### src/rtl/fetch_unit_pkg.sv
// rtl/fetch_unit_pkg.sv - shared types and constants for the fetch front end
// Purpose: defaults for fetch width/depth, PC alignment helper, and the
// record types used on the instruction-memory side and inside the buffer.
// Ports: none (package).
package fetch_unit_pkg;

    localparam int FETCH_XLEN  = 32;
    localparam int FETCH_DEPTH = 4;

    localparam logic [31:0] INSTR_ALIGN_MASK = 32'hFFFF_FFFC;

    typedef struct packed {
        logic [31:0] pc;
        logic [31:0] instr;
        logic        filled;
    } fetch_entry_t;

    typedef struct packed {
        logic        valid;
        logic [31:0] addr;
    } imem_req_t;

    typedef struct packed {
        logic        valid;
        logic [31:0] data;
    } imem_rsp_t;

    function automatic logic [31:0] align_pc(input logic [31:0] addr);
        return addr & INSTR_ALIGN_MASK;
    endfunction

endpackage

### src/rtl/fetch_rsv_buffer.sv
// rtl/fetch_rsv_buffer.sv - circular reservation buffer of in-flight/fetched instructions
// Purpose: holds {pc, instr, filled} per entry with head (pop), fill (oldest
// unfilled) and tail (alloc) pointers. Flush empties the buffer and wins over
// alloc/fill/pop in the same cycle.
// Ports: clk, reset (sync, active-high); flush_i, alloc_i/alloc_pc_i,
// fill_i/fill_data_i, pop_i controls; head_filled_o/head_pc_o/head_instr_o
// describe the head entry; occupancy_o and unfilled_o are entry counts.
module fetch_rsv_buffer #(
    parameter int XLEN  = 32,
    parameter int DEPTH = 4
) (
    input  logic                       clk,
    input  logic                       reset,
    input  logic                       flush_i,
    input  logic                       alloc_i,
    input  logic [XLEN-1:0]            alloc_pc_i,
    input  logic                       fill_i,
    input  logic [XLEN-1:0]            fill_data_i,
    input  logic                       pop_i,
    output logic                       head_filled_o,
    output logic [XLEN-1:0]            head_pc_o,
    output logic [XLEN-1:0]            head_instr_o,
    output logic [$clog2(DEPTH):0]     occupancy_o,
    output logic [$clog2(DEPTH):0]     unfilled_o
);
    localparam int AW = $clog2(DEPTH);

    // Pointers carry one extra wrap bit so full and empty are distinguishable.
    logic [AW:0]       head_q, head_d, tail_q, tail_d, fill_q, fill_d;
    logic [DEPTH-1:0]  filled_q, filled_d;
    logic [XLEN-1:0]   pc_mem    [DEPTH];
    logic [XLEN-1:0]   instr_mem [DEPTH];

    always_comb begin
        head_d   = head_q;
        tail_d   = tail_q;
        fill_d   = fill_q;
        filled_d = filled_q;
        if (flush_i) begin
            head_d   = tail_q;
            fill_d   = tail_q;
            filled_d = '0;
        end else begin
            if (pop_i) begin
                filled_d[head_q[AW-1:0]] = 1'b0;
                head_d = head_q + 1'b1;
            end
            if (fill_i) begin
                filled_d[fill_q[AW-1:0]] = 1'b1;
                fill_d = fill_q + 1'b1;
            end
            if (alloc_i) begin
                filled_d[tail_q[AW-1:0]] = 1'b0;
                tail_d = tail_q + 1'b1;
            end
        end
    end

    always_ff @(posedge clk) begin
        if (reset) begin
            head_q   <= '0;
            tail_q   <= '0;
            fill_q   <= '0;
            filled_q <= '0;
        end else begin
            head_q   <= head_d;
            tail_q   <= tail_d;
            fill_q   <= fill_d;
            filled_q <= filled_d;
        end
    end

    // Payload storage needs no reset: the filled bits qualify it.
    always_ff @(posedge clk) begin
        if (alloc_i && !flush_i) begin
            pc_mem[tail_q[AW-1:0]] <= alloc_pc_i;
        end
        if (fill_i && !flush_i) begin
            instr_mem[fill_q[AW-1:0]] <= fill_data_i;
        end
    end

    assign head_filled_o = filled_q[head_q[AW-1:0]];
    assign head_pc_o     = pc_mem[head_q[AW-1:0]];
    assign head_instr_o  = instr_mem[head_q[AW-1:0]];
    assign occupancy_o   = tail_q - head_q;
    assign unfilled_o    = tail_q - fill_q;

endmodule

### src/rtl/fetch_unit.sv
// rtl/fetch_unit.sv - decoupled instruction fetch with imem req/rsp and decode handoff
// Purpose: owns the fetch pc, the request-issue rule and the stale-response
// drop counter; buffering lives in fetch_rsv_buffer.
// Ports: clk, reset (sync, active-high); redirect_valid/redirect_target from
// execute; imem_req_valid/ready/addr request channel; imem_rsp_valid/data
// in-order response channel (no backpressure); id_valid/ready/instruction/pc
// handoff to decode.
module fetch_unit
    import fetch_unit_pkg::*;
#(
    parameter int              XLEN     = FETCH_XLEN,
    parameter int              DEPTH    = FETCH_DEPTH,
    parameter logic [XLEN-1:0] RESET_PC = '0
) (
    input  logic            clk,
    input  logic            reset,
    input  logic            redirect_valid,
    input  logic [XLEN-1:0] redirect_target,
    output logic            imem_req_valid,
    input  logic            imem_req_ready,
    output logic [XLEN-1:0] imem_req_addr,
    input  logic            imem_rsp_valid,
    input  logic [XLEN-1:0] imem_rsp_data,
    output logic            id_valid,
    input  logic            id_ready,
    output logic [XLEN-1:0] id_instruction,
    output logic [XLEN-1:0] id_pc
);
    localparam int CW = $clog2(DEPTH) + 1;

    logic [XLEN-1:0] pc_q, pc_d;
    logic [CW-1:0]   drop_q, drop_d;
    logic [CW-1:0]   occupancy, unfilled;
    logic [CW:0]     in_flight;
    logic            head_filled;
    logic            req_fire, rsp_drop, rsp_fill, id_fire;

    // Buffered entries plus responses still owed to a flushed epoch bound the
    // total outstanding imem traffic.
    assign in_flight      = {1'b0, occupancy} + {1'b0, drop_q};
    assign imem_req_valid = !reset && (in_flight < (CW+1)'(DEPTH));
    assign imem_req_addr  = pc_q;
    assign req_fire       = imem_req_valid && imem_req_ready;

    assign rsp_drop = imem_rsp_valid && (drop_q != '0);
    assign rsp_fill = imem_rsp_valid && (drop_q == '0) && (unfilled != '0);

    assign id_valid = !reset && head_filled;
    assign id_fire  = id_valid && id_ready;

    always_comb begin
        pc_d   = pc_q;
        drop_d = drop_q - {{(CW-1){1'b0}}, rsp_drop};
        if (redirect_valid) begin
            pc_d = {redirect_target[XLEN-1:2], 2'b00};
            // Everything still unanswered after this cycle becomes stale,
            // including a request that fires now with the old pc.
            drop_d = drop_q - {{(CW-1){1'b0}}, rsp_drop}
                   + unfilled - {{(CW-1){1'b0}}, rsp_fill}
                   + {{(CW-1){1'b0}}, req_fire};
        end else if (req_fire) begin
            pc_d = pc_q + XLEN'(4);
        end
    end

    always_ff @(posedge clk) begin
        if (reset) begin
            pc_q   <= RESET_PC;
            drop_q <= '0;
        end else begin
            pc_q   <= pc_d;
            drop_q <= drop_d;
        end
    end

    fetch_rsv_buffer #(
        .XLEN  (XLEN),
        .DEPTH (DEPTH)
    ) u_rsv_buffer (
        .clk           (clk),
        .reset         (reset),
        .flush_i       (redirect_valid),
        .alloc_i       (req_fire),
        .alloc_pc_i    (pc_q),
        .fill_i        (rsp_fill),
        .fill_data_i   (imem_rsp_data),
        .pop_i         (id_fire),
        .head_filled_o (head_filled),
        .head_pc_o     (id_pc),
        .head_instr_o  (id_instruction),
        .occupancy_o   (occupancy),
        .unfilled_o    (unfilled)
    );

endmodule

### config.mk
export PLATFORM = sky130hd
export DESIGN_NAME = fetch_unit
export DESIGN_NICKNAME = d
export VERILOG_FILES = /design/src/rtl/fetch_unit_pkg.sv /design/src/rtl/fetch_rsv_buffer.sv /design/src/rtl/fetch_unit.sv
export SDC_FILE = /design/constraint.sdc
export NUM_CORES = 1
export LEC_CHECK = 0
export CAP_MARGIN = 10
export CORE_MARGIN = 5
export CORE_UTILIZATION = 45
export CTS_CLUSTER_DIAMETER = 100
export DETAILED_ROUTE_END_ITERATION = 8
export GPL_ROUTABILITY_DRIVEN = 1
export PLACE_DENSITY = 0.68
export SYNTH_ARGS = -nofsm -noshare
export SYNTH_HDL_FRONTEND = slang
export SYNTH_SLANG_ARGS = --single-unit
### constraint.sdc
create_clock -name clk -period 7.7 [get_ports clk]
set_input_delay 1.925 -clock clk [delete_from_list [all_inputs] [get_ports clk]]
set_output_delay 1.925 -clock clk [all_outputs]
set_load 0.02 [all_outputs]
; ---- After elaboration in Yosys (flattened, before gate mapping)
; Memories as Yosys holds them, arrays and structs flattened. A register that Yosys moved wholly into a read port is not among the register bits.
; Cells that the tools add are included.
[word_totals]
inputBits = 70
n_memories = 2
ram_bits = 256
out_inout_bits = 98
ff_bits = 48
[classes]
n_mux = 28
n_addsub = 11
reduce_logical = 22
bitwise_logic = 6
order_cmp = 7
[mem_list]
columns = memory, depth, width, read_ports, rd_clocked_by_memory_dff, wr, line_no
row1 = u_rsv_buffer.instr_mem, 4, 32, 1, 1, 1, fetch_rsv_buffer.sv:32  ; logic [XLEN-1:0] instr_mem [DEPTH];
row2 = u_rsv_buffer.pc_mem, 4, 32, 1, 1, 1, fetch_rsv_buffer.sv:31  ; logic [XLEN-1:0] pc_mem [DEPTH];
[op_table]
columns = operator, n
row1 = $mux W32, 2
row2 = $add A32 B3 Y32 const B, 1
row3 = $mux W4, 5
row4 = $mux W3, 5
row5 = $logic_and A1 B1 Y1, 12
row6 = $add A3 B1 Y3 const B, 3
row7 = $lt A2 B3 Y1 const B, 3
row8 = $and A4 B4 Y4, 2
row9 = $mux W1, 8
row10 = $mux W2, 4
row11 = $not A4 Y4, 2
row12 = $demux W1 S2, 3
row13 = $ge A2 B1 Y1 const B, 3
row14 = $reduce_bool A2 Y1, 3
row15 = $reduce_bool A3 Y1, 2
row16 = $sub A3 B1 Y3, 2
row17 = $sub A3 B3 Y3, 2
row18 = $add A3 B3 Y4, 1
row19 = $lt A4 B3 Y1 const B, 1
row20 = $or A4 B4 Y4, 1
row21 = $add A3 B1 Y3, 1
row22 = $add A3 B3 Y3, 1
row23 = $logic_not A3 Y1, 1
row24 = $bmux W1 S2, 1
row25 = 4 further kinds, 5

; ---- Depth between registers and ports, before layout
[logic_depth]
ltp_word = 13
depth_mapped = 18

; ---- Modules after synthesis
; Synthesis repeated with hierarchy kept, for this count alone.
[hier_totals]
hier_cells = 693
area_unflattened_um2 = 12346.8
[by_module_without_submodules]
columns = mod, cells_per_inst, n_inst, area_per_inst_um2
row1 = fetch_rsv_buffer, 434, 1, 10252.3
row2 = fetch_unit, 259, 1, 2094.5

; ---- Least setup slack after synthesis
; No wires, ideal clock.
[synth_timing]
path_type = input to output
start = input port reset
end = output port id_valid
path_stages = 4
setup_slack_ps = 3030
arrival_ps = 2745
path_cell_list = buf_6 clkbuf_1 clkbuf_1 nor2b_1
[synth_via]
elab_chain_cells = 2
[synth_rtl]
columns = item, line_no
row1 = start: declaration, fetch_unit.sv:16  ; input logic reset,
row2 = $logic_not A1 Y1, fetch_unit.sv:48  ; assign id_valid = !reset && head_filled;
row3 = $logic_and A1 B1 Y1, fetch_unit.sv:48
row4 = end: declaration, fetch_unit.sv:24  ; output logic id_valid,
; Every way passes these cells.

; ---- Worst setup path after layout
[layout_timing]
start = register u_rsv_buffer.tail_q[0]
end = output port imem_req_valid
[layout_via]
elab_chain_cells = 4
[layout_rtl]
columns = item, line_no
row1 = start: declaration, fetch_rsv_buffer.sv:29  ; logic [AW:0] head_q, head_d, tail_q, tail_d, fill_q, fill_d;
row2 = start signal: assignment, fetch_rsv_buffer.sv:67  ; tail_q <= tail_d;
row3 = $sub A3 B3 Y3, fetch_rsv_buffer.sv:86  ; assign occupancy_o = tail_q - head_q;
row4 = $add A3 B3 Y4, fetch_unit.sv:40  ; assign in_flight = {1'b0, occupancy} + {1'b0, drop_q};
row5 = $lt A4 B3 Y1, fetch_unit.sv:41  ; assign imem_req_valid = !reset && (in_flight < (CW+1)'(DEPTH));
row6 = $logic_and A1 B1 Y1, fetch_unit.sv:41
row7 = end: declaration, fetch_unit.sv:19  ; output logic imem_req_valid,
; Every way passes these cells.

==> out/metrics.cfg <==
[drt]
dr.pass1.iters = 5
drt_iter0_drc = 515
ant_nets = 0
drc = 0
wl_per_cell_um = 21.83
wl_um = 27370
dr_total_vias = 7145
via_per_inst = 5.698

[layout]
final_cell_mix = edfxtp_1, clkdlybuf4s50_1, mux4_2, dfxtp_1, clkbuf_16
nNetsFinal = 983
final_common_cell = edfxtp_1
antennaDiodeCount = 0
syn2layout_area_growth_pct = 23.71
layout-drive-gt1-share = 0.1435

[global_routing]
overflow = 0
grt_usage = 0.1768
grt_pass1_wl_um = 42680
grt_pass1_vias = 7263
grt_max_degree = 63
antenna_found_initial = 1

[yosys]
synth_edf_count = 248
synthSimpleGateAreaFrac = 0.08433
ys_seq_elements = 296
synthXorXnorAreaFrac = 0.009699
synthArstFlopShare = 0
yosys.area_share.adder = 0.02797
syn-cell-area_sq_um = 12260
synthCells = 724
synth_compound_area_frac = 0.04972
synth-seq-area-share = 0.6861
synth_ff_type = edfxtp_1
yosysWarnings = 0
synth_top_family_by_area = multiplexers
syn_area_per_cell_sq_um = 16.93
synth_cell_types = 58
synth_mux_area_frac = 0.1175

[pwr]
leakage_uw = 0.004928
vdd_drop_max_mv = 0.1808
power_density_nw_per_um2 = 248.2

[clock_tree]
clkTransAtPathRegs_ns = 0.06
tritoncts = yes
cts-root-buf = clkbuf_16
post_cts_resized = 0
clk_path_buf_depth = 3
post_cts_buffers = 0
cts_hold_buf = 0
htreeDepth = 1
insertion_delay_ns = 0.55
cts_sinks = 296
cts_made_buffers = 31

[die]
coreArea_sq_um = 26880
io_pins = 168
row_count = 60
fp.dieArea_sq_um = 30640
die_w_um = 175.0
fp.dieH_um = 175.0
start_util = 0.4560

[worst_setup_path]
critical_path_class = flop to primary output
arrival_ns = 3.59
critPathRequiredTime_ns = 5.78
endpoint_kind = primary output
cp-start-kind = flop
path_max_fanout = 10

[placed_design]
gp_congestion = 0.8395
dp_hpwl_um = 17210
portBuffers = 161
dpl_worst_slack_ns = 2.405

[status]
status = completed

[sta]
worst_pin_slew_ns = 1.033
rsz0062_at_grt = no
maxSlewHeadroom = 0.3087
setup_tns_ns = 0
finClkSkew_ns = 0.01192
layout_setup_ws_ns = 2.182
setup_viol = 0
period_share = 0.7166
finalMaxSlewViolations = 0
hold_violations = 0
timing.fmax_mhz = 181.2
timing.final.crit_period_ns = 5.518

[hold_path]
hp-class = flop to flop

[run]
cap_violations = 0

## registers in the layout (all words and copies together), names as in the netlist, named ones only
name                    count
u_rsv_buffer.tail_q         3
u_rsv_buffer.fill_q         3
imem_req_addr              30
u_rsv_buffer.filled_q       4
u_rsv_buffer.pc_mem       120
drop_q                      3
u_rsv_buffer.head_q         3
u_rsv_buffer.instr_mem    128
## per-stage QoR
step,util,hold slack (ns),area [sq um],power [uW],instances
after global routing,0.5641,0.5342,15160,3921,1254
after floorplan,-,0.4595,12270,2168,727
after CTS,0.5641,0.4998,15160,3810,1254
after global placement,0.5277,0.4836,14180,2368,1196
after detailed placement,0.5277,0.4888,14180,2378,1196
final,0.5641,0.5072,15160,3763,1254
## where the power goes
| part | switching [uW] | internal, uW | leakage (uW) | total [uW] |
|---|---|---|---|---|
| logic | 239 | 233 | 0.00179 | 472 |
| clock network | 589 | 836 | 0.000485 | 1430 |
| registers | 65.3 | 1800 | 0.00265 | 1870 |
## kinds of logic after synthesis
group | after synthesis
other | 1
flip-flops | 296
adder cells (fa/ha/maj) | 25
AO/OA/AOI/OAI | 82
AND/OR/NAND/NOR | 173
buffers and inverters | 70
multiplexers | 65
XOR/XNOR | 12
## layout make-up
type	instances	area [sq um]
clock inverters	22	185.2
clock buffers	36	794.5
repair buffers	170	1669
fillers	2114	11720
multi-input cells	361	3565
flip-flops and latches	296	8416
inverters	28	105.1
well taps	341	426.7
## critical path, stage by stage, from the launching register on
cell and delay (ns):
dfxtp_1 0.36, inv_1 0.19, ha_1 0.18, inv_1 0.05, fa_1 0.37, xor2_1 0.17, xnor2_1 0.14, ha_1 0.21
nor4_4 0.56, and2_1 0.22, clkdlybuf4s50_1 0.61
## cells in the mapped netlist, types with 2 or more instances
cell type  number  area [sq um]
a2111oi_0       4         35.03
a2111oi_1       4         40.04
a211oi_1        9         67.56
a21boi_0        2         15.01
a21oi_1         7         35.03
a221oi_1        6         52.55
a22oi_1         7         52.55
a311oi_1       11         96.34
and2_1          7         43.79
and3_1         15         93.84
and4_1         13         113.9
buf_1           5         18.77
buf_2           8         40.04
buf_4           5         37.54
clkbuf_1       23         86.33
dfxtp_1        48         960.9
edfxtp_1      248          7447
fa_1            4         80.08
ha_1           21         262.8
inv_1          28         105.1
mux4_2         63          1419
nand2_1        18         67.56
nand2b_1        2         12.51
nand3_1        18         90.09
nand3b_1        2         15.01
nand4_1        13         81.33
nand4_2         2         25.02
nand4b_1        3         26.28
nor2_1         23         86.33
nor2b_1         9         56.30
nor3_1         15         75.07
nor3b_1         9         67.56
nor4_1          8         50.05
o21ai_0        19         95.09
o31a_1          2         17.52
o31ai_1         3         22.52
or3_1           7         43.79
or4_1           4         30.03
xnor2_1         5         43.79
xor2_1          6         52.55
## layer usage
metal	wire (um)	up-vias	GRT usage
met4	521	2	0.03568
met2	13220	261	0.2933
met5	7	-	0
met3	1800	36	0.03527
met1	11830	3581	0.2463
li1	-	3265	-
## final timing paths
| path | start | to | slack [ns] | cells after the start |
|---|---|---|---|---|
| max | u_rsv_buffer.tail_q[0] | imem_req_valid | 2.18 | 10 |
| min | u_rsv_buffer.filled_q[3] | u_rsv_buffer.filled_q[3] | 0.51 | 2 |
| min reg2reg | u_rsv_buffer.filled_q[3] | u_rsv_buffer.filled_q[3] | 0.51 | 2 |
| max reg2reg | u_rsv_buffer.tail_q[0] | drop_q[2] | 3.57 | 17 |
(Power assumes the default switching activity.)
